==> src/rtl/tl_buffer_queued_if.sv <==
// TileLink-UL A/D channel bundle seen from one side of a link.
// The master drives A and accepts D; the slave accepts A and drives D.
interface tl_buffer_queued_if #(
   parameter int AW = 108,
   parameter int DW = 80
);
   logic          a_valid;
   logic          a_ready;
   logic [AW-1:0] a_bits;
   logic          d_valid;
   logic          d_ready;
   logic [DW-1:0] d_bits;

   modport master (
      output a_valid,
      output a_bits,
      input  a_ready,
      input  d_valid,
      input  d_bits,
      output d_ready
   );

   modport slave (
      input  a_valid,
      input  a_bits,
      output a_ready,
      output d_valid,
      output d_bits,
      input  d_ready
   );
endinterface

==> src/rtl/tl_buffer_queued.sv <==
// TileLink-UL buffer: independent ready/valid queues on the A (in->out) and
// D (out->in) channels. A zero-depth queue collapses to plain wires.
module tl_buffer_queued_fifo #(
   parameter int W     = 8,
   parameter int DEPTH = 2,
   parameter int FLOW  = 0,
   parameter int PIPE  = 0
) (
   input  logic         clock,
   input  logic         reset,
   input  logic         enq_valid,
   output logic         enq_ready,
   input  logic [W-1:0] enq_bits,
   output logic         deq_valid,
   input  logic         deq_ready,
   output logic [W-1:0] deq_bits
);
   generate
      if (DEPTH == 0) begin : g_wire
         logic unused_s;
         assign unused_s  = ^{clock, reset};
         assign deq_valid = enq_valid;
         assign deq_bits  = enq_bits;
         assign enq_ready = deq_ready;
      end else begin : g_fifo
         localparam int PW = (DEPTH > 1) ? $clog2(DEPTH) : 1;
         localparam int CW = $clog2(DEPTH + 1);

         logic [W-1:0]  ram_r [DEPTH];
         logic [PW-1:0] enq_ptr_r;
         logic [PW-1:0] deq_ptr_r;
         logic [CW-1:0] count_r;
         logic          full_s;
         logic          empty_s;
         logic          enq_ready_s;
         logic          deq_valid_s;
         logic [W-1:0]  deq_bits_s;
         logic          do_enq_s;
         logic          do_deq_s;

         // Pointers wrap explicitly so non-power-of-two depths never index past the RAM.
         function automatic logic [PW-1:0] ptr_inc(input logic [PW-1:0] p);
            if (p == PW'(DEPTH - 1)) begin
               return {PW{1'b0}};
            end else begin
               return p + PW'(1);
            end
         endfunction

         assign full_s  = (count_r == CW'(DEPTH));
         assign empty_s = (count_r == {CW{1'b0}});

         // Handshake, flow bypass and pipe pass-through decisions.
         always_comb begin
            enq_ready_s = !full_s;
            deq_valid_s = !empty_s;
            deq_bits_s  = ram_r[deq_ptr_r];
            do_enq_s    = 1'b0;
            do_deq_s    = 1'b0;
            if ((FLOW != 0) && empty_s) begin
               deq_valid_s = enq_valid;
               deq_bits_s  = enq_bits;
            end else begin
               deq_valid_s = !empty_s;
            end
            if ((PIPE != 0) && full_s) begin
               enq_ready_s = deq_ready;
            end else begin
               enq_ready_s = !full_s;
            end
            // A beat that flows straight through never touches the storage.
            if ((FLOW != 0) && empty_s && deq_ready) begin
               do_enq_s = 1'b0;
               do_deq_s = 1'b0;
            end else begin
               do_enq_s = enq_valid && enq_ready_s;
               do_deq_s = deq_valid_s && deq_ready;
            end
         end

         // Storage write; contents are don't-care until a pointer covers them.
         always_ff @(posedge clock) begin
            if (do_enq_s) begin
               ram_r[enq_ptr_r] <= enq_bits;
            end
         end

         // Pointer and occupancy bookkeeping.
         always_ff @(posedge clock) begin
            if (reset) begin
               enq_ptr_r <= {PW{1'b0}};
               deq_ptr_r <= {PW{1'b0}};
               count_r   <= {CW{1'b0}};
            end else begin
               if (do_enq_s) begin
                  enq_ptr_r <= ptr_inc(enq_ptr_r);
               end
               if (do_deq_s) begin
                  deq_ptr_r <= ptr_inc(deq_ptr_r);
               end
               if (do_enq_s && !do_deq_s) begin
                  count_r <= count_r + CW'(1);
               end else if (!do_enq_s && do_deq_s) begin
                  count_r <= count_r - CW'(1);
               end
            end
         end

         assign enq_ready = enq_ready_s;
         assign deq_valid = deq_valid_s;
         assign deq_bits  = deq_bits_s;
      end
   endgenerate
endmodule

module tl_buffer_queued #(
   parameter int ADDR_W   = 21,
   parameter int DATA_W   = 64,
   parameter int SOURCE_W = 5,
   parameter int SINK_W   = 1,
   parameter int A_DEPTH  = 2,
   parameter int D_DEPTH  = 2,
   parameter int A_FLOW   = 0,
   parameter int A_PIPE   = 0,
   parameter int D_FLOW   = 0,
   parameter int D_PIPE   = 0
) (
   input  logic               clock,
   input  logic               reset,
   tl_buffer_queued_if.slave  auto_in,
   tl_buffer_queued_if.master auto_out
);
   localparam int MASK_W = DATA_W / 8;
   localparam int A_W    = 3 + 3 + 3 + SOURCE_W + ADDR_W + MASK_W + DATA_W + 1;
   localparam int D_W    = 3 + 2 + 3 + SOURCE_W + SINK_W + 1 + DATA_W + 1;

   tl_buffer_queued_fifo #(
      .W(A_W), .DEPTH(A_DEPTH), .FLOW(A_FLOW), .PIPE(A_PIPE)
   ) u_a_queue (
      .clock     (clock),
      .reset     (reset),
      .enq_valid (auto_in.a_valid),
      .enq_ready (auto_in.a_ready),
      .enq_bits  (auto_in.a_bits),
      .deq_valid (auto_out.a_valid),
      .deq_ready (auto_out.a_ready),
      .deq_bits  (auto_out.a_bits)
   );

   tl_buffer_queued_fifo #(
      .W(D_W), .DEPTH(D_DEPTH), .FLOW(D_FLOW), .PIPE(D_PIPE)
   ) u_d_queue (
      .clock     (clock),
      .reset     (reset),
      .enq_valid (auto_out.d_valid),
      .enq_ready (auto_out.d_ready),
      .enq_bits  (auto_out.d_bits),
      .deq_valid (auto_in.d_valid),
      .deq_ready (auto_in.d_ready),
      .deq_bits  (auto_in.d_bits)
   );
endmodule

==> src/flat_wrapper.sv <==
// flat-port wrapper written by rule: the top's interface ports become plain ports
module tl_buffer_queued_flat 
#(
   parameter int ADDR_W   = 21,
   parameter int DATA_W   = 64,
   parameter int SOURCE_W = 5,
   parameter int SINK_W   = 1,
   parameter int A_DEPTH  = 2,
   parameter int D_DEPTH  = 2,
   parameter int A_FLOW   = 0,
   parameter int A_PIPE   = 0,
   parameter int D_FLOW   = 0,
   parameter int D_PIPE   = 0
)
  (clock, reset, auto_in_a_valid, auto_in_a_bits, auto_in_a_ready, auto_in_d_valid, auto_in_d_bits, auto_in_d_ready, auto_out_a_valid, auto_out_a_bits, auto_out_a_ready, auto_out_d_valid, auto_out_d_bits, auto_out_d_ready);
  tl_buffer_queued_if #(.AW((9 + SOURCE_W + ADDR_W + DATA_W / 8 + DATA_W + 1)), .DW((8 + SOURCE_W + SINK_W + 1 + DATA_W + 1))) auto_in_i ();
  tl_buffer_queued_if #(.AW((9 + SOURCE_W + ADDR_W + DATA_W / 8 + DATA_W + 1)), .DW((8 + SOURCE_W + SINK_W + 1 + DATA_W + 1))) auto_out_i ();
  input  logic clock;
  input  logic reset;
  input wire logic [$bits(auto_in_i.a_valid)-1:0] auto_in_a_valid;
  input wire logic [$bits(auto_in_i.a_bits)-1:0] auto_in_a_bits;
  output wire logic [$bits(auto_in_i.a_ready)-1:0] auto_in_a_ready;
  output wire logic [$bits(auto_in_i.d_valid)-1:0] auto_in_d_valid;
  output wire logic [$bits(auto_in_i.d_bits)-1:0] auto_in_d_bits;
  input wire logic [$bits(auto_in_i.d_ready)-1:0] auto_in_d_ready;
  output wire logic [$bits(auto_out_i.a_valid)-1:0] auto_out_a_valid;
  output wire logic [$bits(auto_out_i.a_bits)-1:0] auto_out_a_bits;
  input wire logic [$bits(auto_out_i.a_ready)-1:0] auto_out_a_ready;
  input wire logic [$bits(auto_out_i.d_valid)-1:0] auto_out_d_valid;
  input wire logic [$bits(auto_out_i.d_bits)-1:0] auto_out_d_bits;
  output wire logic [$bits(auto_out_i.d_ready)-1:0] auto_out_d_ready;
  assign auto_in_i.a_valid = auto_in_a_valid;
  assign auto_in_i.a_bits = auto_in_a_bits;
  assign auto_in_a_ready = auto_in_i.a_ready;
  assign auto_in_d_valid = auto_in_i.d_valid;
  assign auto_in_d_bits = auto_in_i.d_bits;
  assign auto_in_i.d_ready = auto_in_d_ready;
  assign auto_out_a_valid = auto_out_i.a_valid;
  assign auto_out_a_bits = auto_out_i.a_bits;
  assign auto_out_i.a_ready = auto_out_a_ready;
  assign auto_out_i.d_valid = auto_out_d_valid;
  assign auto_out_i.d_bits = auto_out_d_bits;
  assign auto_out_d_ready = auto_out_i.d_ready;
  tl_buffer_queued #(.ADDR_W(ADDR_W), .DATA_W(DATA_W), .SOURCE_W(SOURCE_W), .SINK_W(SINK_W), .A_DEPTH(A_DEPTH), .D_DEPTH(D_DEPTH), .A_FLOW(A_FLOW), .A_PIPE(A_PIPE), .D_FLOW(D_FLOW), .D_PIPE(D_PIPE)) u_core (.clock(clock), .reset(reset), .auto_in(auto_in_i), .auto_out(auto_out_i));
endmodule
==> config.mk <==
export PLATFORM = sky130hd
export DESIGN_NAME = tl_buffer_queued_flat
export DESIGN_NICKNAME = d
export VERILOG_FILES = /design/src/rtl/tl_buffer_queued_if.sv /design/src/rtl/tl_buffer_queued.sv /design/src/flat_wrapper.sv
export SDC_FILE = /design/constraint.sdc
export NUM_CORES = 1
export LEC_CHECK = 0
export CORE_MARGIN = 2
export CORE_UTILIZATION = 45
export CTS_BUF_LIST = sky130_fd_sc_hd__clkbuf_8
export DETAILED_ROUTE_END_ITERATION = 10
export GPL_TIMING_DRIVEN = 1
export PLACE_DENSITY = 0.9
export SLEW_MARGIN = 20
export SYNTH_ARGS = -nofsm -noshare
export SYNTH_HDL_FRONTEND = slang
export SYNTH_SLANG_ARGS = --single-unit
==> constraint.sdc <==
create_clock -name clock -period 3.8 [get_ports clock]
set_input_delay 0.76 -clock clock [delete_from_list [all_inputs] [get_ports clock]]
set_output_delay 0.76 -clock clock [all_outputs]
set_load 0.03 [all_outputs]
==> impl_metrics.yaml <==
setup_path:
  critical_path_class: "flip-flop to output pin"
  setup.worst_path.end: "auto_in_d_bits[17]"
  worst_r2r_src: "u_core.u_a_queue.g_fifo.count_r[0]"
  reg2reg_depth: 3
  kind_of_end_point_of_the_critical_path: "output pin"
  regToRegEndpoint: "u_core.u_a_queue.g_fifo.ram_r[1][55]"
  crit_required_ns: 3.04
  slack_of_the_worst_reg_to_reg_path_ns: 1.85
  cp-start-kind: "flip-flop"
  worstPathArrival_ns: 2.54
  crit_fanout: 29
die:
  die_y_um: 181
  coreArea_mm2: 0.0307
  start_util_pct: 45.9
  chipWidth_um: 181
  die_area_mm2: 0.0327
  row_count: 64
  pin_count: 386
yosys:
  synth.cell_area_mm2: 0.0141
  synth_compound_area_share_pct: 0.427
  synth.area.mux_share_pct: 15.6
  postSynthCellCount: 634
  yosys_warnings: 0
  ys_seq_elements: 386
  seq_area_frac_synth_pct: 81.7
  basic_gate_share_of_the_synthesized_area_counting_and_or_nand_and_nor_cells_pct: 0.712
  synth-adder-area-share_pct: 0.178
  syn-num-nets: 830
  ys_types: 20
  synth_xor_xnor_area_share_pct: 0.374
  dominant_combinational_cell_family_by_area_after_synthesis: "multiplexers"
  syn_avg_cell_area_um2: 22.2
final_layout:
  final_area_mm2: 0.0196
  fraction_of_layout_instances_using_a_drive_strength_above_1_pct: 26.0
  regArea_mm2: 0.0115
  synthToLayoutAreaGrowth_pct: 39.7
  multiInputGateArea_mm2: 0.00244
  filler_cell_count: 2027
  final_net_count: 1268
global_route:
  grt_pass1_vias: 8273
  remaining_overflow_grt: 0
  initial_antenna_violation_count: 2
  global_route_wire_length_before_repair_um: 49700
  grt_max_degree: 49
  grt_use_total_pct: 20.2
hold_path:
  min_path_cells: 2
  worst_hold_path_type: "flip-flop to flip-flop"
timing:
  final-setup-viol-count: 0
  slew_violations: 0
  period_share_pct: 86.8
  max_clock_skew_ns: 0.0196
  rsz0062_at_grt: "false"
  min_period_ns: 3.30
  clock.fmax_ghz: 0.303
  final.setup.tns_ns: 0
  tightest_slew_ns: 0.531
  final-hold-violation-count: 0
  worst_slew_margin_rel_pct: 64.6
drt:
  route.detailed.wl_per_inst_um: 22.3
  detailedRoute.firstIterationViolations: 530
  detailedRoute.firstPassIterationCount: 5
  via_per_inst: 5.06
  drc: 0
  vias: 7683
  antenna_violating_nets_post_route: 0
  drt_wl_total_um: 33800
clock_network:
  cts_resized: 0
  path_clk_slew_ns: 0.06
  clk-insertion-delay-late_ns: 0.58
  cts_buffers: 59
  clock-sinks: 386
  postCtsHoldBufs: 0
  tritoncts: "built"
  clock_tree.root_cell: "sky130_fd_sc_hd__clkbuf_8"
  clock_tree.htree_level_count: 2
  clock_path_buffers: 3
  cts.repair_timing.setup_buffer_count: 0
power:
  power_frac_clock_pct: 24.7
  vdd_drop_max_v: 0.000474
  part_of_the_total_power_dissipated_in_sequential_elements_pct: 41.2
  power.leakage_nw: 6.70
  switching_power_mw: 4.33
  combPwrFrac_pct: 34.1
  swShare_pct: 32.1
  p_int_mw: 9.16
  power_density_mw_per_mm2: 687
place:
  gp_congestion: 0.814
  buffer_ports.inserted: 385
  dp.final_hpwl_um: 22900
  placement.cell_area_mm2: 0.0185
run:
  cap_viol_max_count: 0
outcome:
  outcome: "completed"
worst min path at each step:
stage	endpoint	start	slack, ns
2_1_floorplan	flip-flop	u_core.u_d_queue.g_fifo.deq_ptr_r	0.47
3_3_place_gp	u_core.u_d_queue.g_fifo.deq_ptr_r	u_core.u_d_queue.g_fifo.deq_ptr_r	0.49
3_5_place_dp	u_core.u_d_queue.g_fifo.count_r[1]	u_core.u_d_queue.g_fifo.count_r[1]	0.50
4_1_cts	u_core.u_d_queue.g_fifo.count_r[1]	u_core.u_d_queue.g_fifo.count_r[1]	0.51
5_1_grt	u_core.u_d_queue.g_fifo.count_r[1]	u_core.u_d_queue.g_fifo.count_r[1]	0.53
6_report	u_core.u_d_queue.g_fifo.count_r[1]	u_core.u_d_queue.g_fifo.count_r[1]	0.51
metrics by stage:
step / std cells / hold WS (ns) / total power [mW] / utilization (%) / setup slack [ns]
floorplan: 634 / 0.472 / 8.35 / - / 0.349
global placement: 1407 / 0.487 / 10.1 / 60.3 / 1.15
detailed placement: 1407 / 0.501 / 10.2 / 60.3 / 1.10
CTS: 1517 / 0.510 / 13.6 / 64.0 / 0.444
global route: 1518 / 0.534 / 14.0 / 64.0 / 0.391
finish: 1518 / 0.512 / 13.5 / 64.0 / 0.501
power by group through the flow:
stage	clock [mW]	sequential, mW	combinational [mW]
floorplan	0	5.53	2.82
global placement	0	5.60	4.52
detailed placement	0	5.63	4.60
CTS	3.41	5.55	4.63
global route	3.60	5.60	4.81
finish	3.33	5.55	4.60
cell families (layout without fill, tap and decap cells):
kind of cell	count (synthesis)	in the layout
xor gates and xnor gates	6	6
AOI/OAI and AO/OA	10	10
adders and majority gates	2	2
other	0	1
muxes	188	188
DFF	386	386
buffers and inverters	24	511
and+or+nand+nor	18	18
cell usage after synthesis:
library cell / n / area [µm²]
sky130_fd_sc_hd__and2_1: 2 / 12.5
sky130_fd_sc_hd__or3_1: 2 / 12.5
sky130_fd_sc_hd__mux2_4: 20 / 300
sky130_fd_sc_hd__buf_6: 4 / 45.0
sky130_fd_sc_hd__o21ai_0: 4 / 20.0
sky130_fd_sc_hd__xor2_1: 6 / 52.6
sky130_fd_sc_hd__and3_1: 2 / 12.5
sky130_fd_sc_hd__or2_2: 2 / 12.5
sky130_fd_sc_hd__buf_2: 17 / 85.1
sky130_fd_sc_hd__nand2b_1: 2 / 12.5
sky130_fd_sc_hd__edfxtp_1: 376 / 11300
sky130_fd_sc_hd__a21bo_2: 2 / 20.0
sky130_fd_sc_hd__nand3b_1: 2 / 15.0
sky130_fd_sc_hd__nor2_1: 6 / 22.5
sky130_fd_sc_hd__ha_1: 2 / 25.0
sky130_fd_sc_hd__clkbuf_1: 1 / 3.75
sky130_fd_sc_hd__mux2_2: 168 / 1890
sky130_fd_sc_hd__a21oi_1: 4 / 20.0
sky130_fd_sc_hd__inv_1: 2 / 7.51
sky130_fd_sc_hd__dfxtp_1: 10 / 200
placed cells by master, fill, tap and decap left out, types with 2 or more instances in the layout:
master and n:
sky130_fd_sc_hd__ha_1 2, sky130_fd_sc_hd__clkbuf_8 61, sky130_fd_sc_hd__clkinv_1 22, sky130_fd_sc_hd__xor2_1 6, sky130_fd_sc_hd__clkdlybuf4s50_1 385, sky130_fd_sc_hd__and2_1 2, sky130_fd_sc_hd__nor2_1 6, sky130_fd_sc_hd__buf_4 7
sky130_fd_sc_hd__edfxtp_1 376, sky130_fd_sc_hd__buf_12 7, sky130_fd_sc_hd__nand3b_1 2, sky130_fd_sc_hd__o21ai_0 4, sky130_fd_sc_hd__bufinv_16 4, sky130_fd_sc_hd__dfxtp_4 2, sky130_fd_sc_hd__mux2_4 20, sky130_fd_sc_hd__mux2_2 168
sky130_fd_sc_hd__inv_1 9, sky130_fd_sc_hd__or3_1 2, sky130_fd_sc_hd__clkinv_2 14, sky130_fd_sc_hd__a21bo_2 2, sky130_fd_sc_hd__a21oi_1 4, sky130_fd_sc_hd__nand2b_1 2, sky130_fd_sc_hd__dfxtp_1 8, sky130_fd_sc_hd__and3_4 2
sky130_fd_sc_hd__or2_2 2
flip-flops by register name, summed over array words and instances, names as in the netlist, named ones only:
signal                             cells
u_core.u_a_queue.g_fifo.count_r        2
u_core.u_a_queue.g_fifo.deq_ptr_r      1
u_core.u_a_queue.g_fifo.enq_ptr_r      1
u_core.u_a_queue.g_fifo.ram_r        216
u_core.u_d_queue.g_fifo.count_r        2
u_core.u_d_queue.g_fifo.deq_ptr_r      1
u_core.u_d_queue.g_fifo.enq_ptr_r      1
u_core.u_d_queue.g_fifo.ram_r        160
layer usage:
layer | wire length (µm) | track usage [%] | up-vias
met2 | 16400 | 33.7 | 443
li1 | - | - | 3408
met3 | 3860 | 7.92 | 76
met1 | 12500 | 23.7 | 3756
met5 | 0 | 0 | -
met4 | 1030 | 6.97 | 0
final cells by class:
| cell class | count | share of cell area, % |
|---|---|---|
| clock inverters | 49 | 1.57 |
| repair buffers | 399 | 20.6 |
| inverters | 2 | 0.0573 |
| diodes | 1 | 0.0127 |
| flip-flops and latches | 386 | 58.5 |
| well taps | 396 | 2.52 |
| clock buffers | 61 | 4.27 |
| multi-input cells | 224 | 12.4 |
worst max-delay path, cell delays in order (launching register included):
cell and delay [ns]:
sky130_fd_sc_hd__dfxtp_4 0.62, sky130_fd_sc_hd__buf_4 0.35, sky130_fd_sc_hd__mux2_2 0.38, sky130_fd_sc_hd__clkdlybuf4s50_1 0.60
Note: power is estimated with default switching activity, not from simulation.
